## src/rtl/axis_32to8_udp_return.sv

```systemverilog
// axis_32to8_udp_return: serialises 32-bit SRIO words MSB-first onto an 8-bit UDP AXIS stream with length restore/check
module axis_32to8_udp_return #(
  parameter bit LEN_CHECK   = 1'b1,
  parameter bit DROP_ORPHAN = 1'b1
) (
  input  logic        clk,
  input  logic        reset,
  input  logic [31:0] axis_tdata_in,
  input  logic        axis_tvalid_in,
  input  logic        axis_tfirst_in,
  input  logic [3:0]  axis_tkeep_in,
  input  logic        axis_tlast_in,
  input  logic [15:0] axis_length_in,
  output logic        axis_tready_out,
  output logic [7:0]  udp_axis_tdata_out,
  output logic        udp_axis_tvalid_out,
  output logic        udp_axis_tlast_out,
  output logic [15:0] udp_axis_tlength_out,
  input  logic        udp_axis_tready_in,
  output logic        len_err
);
  typedef enum logic {IDLE, PKT} st_t;
  st_t         st;
  logic [31:0] hold_data;
  logic        hold_valid, hold_last;
  logic [1:0]  last_idx, byte_idx, keep_idx;
  logic [15:0] byte_cnt;
  logic        fire, word_done, eop, eff_idle, accept, load, open_pkt;
  assign fire      = hold_valid & udp_axis_tready_in;
  assign word_done = fire & (byte_idx == (hold_last ? last_idx : 2'd3));
  assign eop       = word_done & hold_last;
  // a packet finishing this cycle frees the FSM for a back-to-back tfirst beat
  assign eff_idle  = (st == IDLE) | eop;
  assign axis_tready_out = ~reset & (~hold_valid | word_done);
  assign accept    = axis_tvalid_in & axis_tready_out;
  assign load      = accept & (axis_tfirst_in | ~eff_idle | ~DROP_ORPHAN);
  assign open_pkt  = load & (axis_tfirst_in | eff_idle);
  assign udp_axis_tvalid_out = hold_valid;
  assign udp_axis_tlast_out  = hold_valid & hold_last & (byte_idx == last_idx);
  // byte lane select, index 0 is the most significant byte
  always_comb begin
    udp_axis_tdata_out = byte_idx == 2'd0 ? hold_data[31:24] :
                         byte_idx == 2'd1 ? hold_data[23:16] :
                         byte_idx == 2'd2 ? hold_data[15:8]  : hold_data[7:0];
  end
  // last byte index from leading ones of tkeep; empty or broken patterns still emit one byte
  always_comb begin
    keep_idx = ~axis_tkeep_in[3] | ~axis_tkeep_in[2] ? 2'd0 :
               ~axis_tkeep_in[1]                     ? 2'd1 :
               ~axis_tkeep_in[0]                     ? 2'd2 : 2'd3;
  end
  // holding register: load a new word, step through its bytes, empty after its final byte
  always_ff @(posedge clk or posedge reset) begin
    if (reset) begin
      hold_data  <= '0;
      hold_valid <= 1'b0;
      hold_last  <= 1'b0;
      last_idx   <= '0;
      byte_idx   <= '0;
    end else if (load) begin
      hold_data  <= axis_tdata_in;
      hold_valid <= 1'b1;
      hold_last  <= axis_tlast_in;
      last_idx   <= axis_tlast_in ? keep_idx : 2'd3;
      byte_idx   <= '0;
    end else if (word_done) begin
      hold_valid <= 1'b0;
      byte_idx   <= '0;
    end else if (fire) begin
      byte_idx   <= byte_idx + 2'd1;
    end
  end
  // packet FSM, length capture, byte counting and error pulse
  always_ff @(posedge clk or posedge reset) begin
    if (reset) begin
      st                   <= IDLE;
      udp_axis_tlength_out <= '0;
      byte_cnt             <= '0;
      len_err              <= 1'b0;
    end else begin
      len_err <= (accept & axis_tfirst_in & ~eff_idle) |
                 (LEN_CHECK & eop & (byte_cnt + 16'd1 != udp_axis_tlength_out));
      if (open_pkt) begin
        st                   <= PKT;
        udp_axis_tlength_out <= axis_tfirst_in ? axis_length_in + 16'd1 : 16'd1;
        byte_cnt             <= '0;
      end else begin
        if (eop) st <= IDLE;
        if (fire && byte_cnt != 16'hFFFF) byte_cnt <= byte_cnt + 16'd1;
      end
    end
  end
endmodule

```

## config.mk

```make
export PLATFORM = sky130hd
export DESIGN_NAME = axis_32to8_udp_return
export DESIGN_NICKNAME = d
export VERILOG_FILES = /design/src/rtl/axis_32to8_udp_return.sv
export SDC_FILE = /design/constraint.sdc
export NUM_CORES = 1
export LEC_CHECK = 0
export CORE_AREA = 10 10 93 157
export CTS_CLUSTER_DIAMETER = 80
export CTS_CLUSTER_SIZE = 24
export DETAILED_ROUTE_END_ITERATION = 10
export DIE_AREA = 0 0 103 167
export GPL_TIMING_DRIVEN = 0
export SYNTH_ARGS = -nofsm -noshare
export SYNTH_HDL_FRONTEND = slang
export SYNTH_SLANG_ARGS = --single-unit
```

## constraint.sdc

```tcl
create_clock -name clk -period 15.84 [get_ports clk]
set_clock_uncertainty 0.15 [all_clocks]
set_input_delay 4.752 -clock clk [delete_from_list [all_inputs] [get_ports clk]]
set_output_delay 4.752 -clock clk [all_outputs]
set_load 0.05 [all_outputs]
```

==> results.md <==
* Max_slew headroom at 52.6%
* GRT Residual Overflow at 0
* Sequential fraction of the synthesis area at 42.8%
* Met3 global-route usage at 4.72%
* Top Usage Layer GRT: met2
* CTS clk-pin slew, worst paths at 50 ps
* Global routing usage on met1 at 13.8%
* Final Util at 46.9%
* GP Congestion at 0.858
* Hold_buf cts at 0
* CTS H-tree depth at 3
* Slew @ Worst Pin at 712 ps
* Clk sinks at 72
* Worst Path Required at 10940 ps
* Antenna diodes at 0
* Max frequency at 82.9 MHz
* Mean Syn Cell Area at 10.2 µm²
* Drt via density at 5.12
* Lkg Pwr at 2.33 nW
* Post-synth EDFFs at 0
* Initial Util at 35.3%
* Routed wire length at 11.1 mm
* Avg WL per Cell at 17.0 µm
* Slack of the critical path at 3780 ps
* Met2 usage at 23.4%
* Post-Syn Area at 0.00421 mm²
* CTS tree: yes
* Worst slack at placement at 3720 ps
* Syn Nets at 477
* Syn Inst Count at 414
* Synth Flop Type: dfrtp_1
* RSZ-0062 raised after global routing: no
* # port buffers at 85
* Post-CTS sizing at 0
* Async S/R FF share, synth at 100%
* DR vias at 3342
* 1st-pass router iterations at 4
* Peak VDD IR at 0.0990 mV
* Area added between synthesis and finish at 33.0%
* R2r setup slk at 13070 ps
* Worst-Skew Late Latency at 340 ps
* Fin nets at 574
* Die width at 103 µm
* Total track usage at 13.2%
* Share of cells above drive strength 1 at 15.5%
* Fillers at 1135
* Hold crit path type: reg2reg
* Slew Viols, Final at 0
* Flops & latches, synth at 72
* DRC at 0
* Run status: finished, final reports clean
* Power Density at 206 mW/mm²
* Vias in the first global route at 3587
* Setup CP Type: in2out
* Largest net degree at the start of global routing at 42
* Max Root-Sink Buffers at 2
* Root buf cell: clkbuf_16
* # Max-Cap Violations at 0
* DRT antenna net count at 0
* Post-synthesis cell type count at 52
* YS warnings at 0
* Largest fanout on the critical path at 41
* Clock buffer count from CTS at 9
* First-pass GRT wire length at 17.9 mm
* Final min period at 12060 ps
* Crit. End Element: output port
* Drt initial violations at 80
* Post-DP HPWL at 8.56 mm
* Final setup violation count at 0
* Die ar. at 0.0172 mm²
* # rows at 53
* Tcrit/Tclk final at 76.1%
* CP arrival at 7160 ps
* I/O pins at 86
* Core box area at 0.0119 mm²
* Final hold vios at 0
* Die H at 167 µm
* Post-CTS Setup Bufs at 0
* Initial antenna violation count at 0
* Startpoint Class: input pin
* Setup tns final at 0 ps
[synthesized netlist by cell type (4+ instances only)]
cell type  number  area share [%]
o21ai_0        14             1.7
and3_1          4            0.59
nand2_1        28             2.5
xnor2_1        25             5.2
dfrtp_1        72              43
nand4_1        11             1.6
buf_6           5             1.3
inv_1          11            0.98
nor3_1          5            0.59
buf_2           9             1.1
nor2_1         59             5.3
nand3_1        15             1.8
ha_1            5             1.5
clkbuf_1        7            0.62
mux2i_1        12             2.9
a31oi_1         4            0.59
or2_2           4            0.59
a21oi_1        28             3.3
mux2_4         34              12
xor2_1         23             4.8
[where the power goes]
group          switching (mW)  leakage, nW  internal [mW]
registers              0.0682        0.875          0.263
logic                   0.339         1.29          0.249
clock network          0.0813        0.166          0.154
[sequential cells by signal, summed over array words and instances, names as in the netlist]
signal,flops
byte_cnt,16
hold_data,32
last_idx,2
udp_axis_tvalid_out,1
hold_last,1
st,1
len_err,1
byte_idx,2
udp_axis_tlength_out,16
[worst max-delay path: stages]
cell             delay (ps)
clkdlybuf4s50_1         440
inv_4                   330
buf_12                  290
o21ai_0                 240
nor2_1                  230
clkdlybuf4s50_1         850
[area by class of cell]
type,count,area (µm²),share of cell area (%)
tap,137,171,3.06
buffer,23,139,2.48
multi-input combinational,308,2230,39.8
clock inverter,7,120,2.14
clock buffer,9,225,4.02
inverter,11,43.8,0.781
timing repair buffer,86,871,15.5
sequential,72,1800,32.2
[logic make-up (layout without fill, tap and decap cells)]
family | Yosys count | after routing | share of synthesized area (%)
flip-flops | 72 | 72 | 42.8
AO/OA/AOI/OAI | 66 | 66 | 9.74
buffers and inverters | 34 | 136 | 4.28
AND/OR/NAND/NOR | 143 | 143 | 16.8
XOR/XNOR | 48 | 48 | 9.98
multiplexers | 46 | 46 | 15.0
adder cells (fa/ha/maj) | 5 | 5 | 1.48
[final timing paths]
path,to,cells past startpoint,startpoint
worst max register to register,len_err,7,byte_cnt[0]
worst min register to register,hold_data[11],1,hold_data[11]
worst min-delay path,hold_data[11],1,hold_data[11]
min in group asynchronous,hold_data[11],2,reset
worst max-delay path,axis_tready_out,6,reset
max in group asynchronous,udp_axis_tlength_out[6],3,reset
[routing by layer]
layer	vias up	share of wire (%)
met5	-	0
met4	0	1.2
met3	10	7.4
met2	88	53
met1	1609	39
li1	1635	-
[placed cells by master (no fill, tap or decap), drive strengths merged, types with 2 or more instances in the layout]
master         instances
a21o                   3
buf                   17
nand3                 15
a31oi                  5
nand4                 12
nand2                 28
and3                   4
nor4b                  2
mux2i                 12
a311oi                 2
clkbuf                16
mux2                  34
clkinv                 3
ha                     5
bufinv                 3
dfrtp                 72
a21oi                 28
or3b                   2
o2111ai                2
nor3b                  2
xnor2                 25
o21ai                 15
inv                   11
nor3                   6
or2                    4
nor2                  60
xor2                  23
nor4                   2
clkdlybuf4s50         85
a211oi                 3
[through the flow]
stage | hold WS, ps | area (µm²) | total power, mW | std cells
3_5_place_dp | 344 | 5260 | 0.926 | 637
6_report | 358 | 5600 | 1.16 | 653
5_1_grt | 362 | 5600 | 1.22 | 653
3_3_place_gp | 342 | 5240 | 0.917 | 636
2_1_floorplan | 317 | 4210 | 0.740 | 414
4_1_cts | 359 | 5600 | 1.17 | 653
No activity file was read; power rests on OpenSTA's default activity.
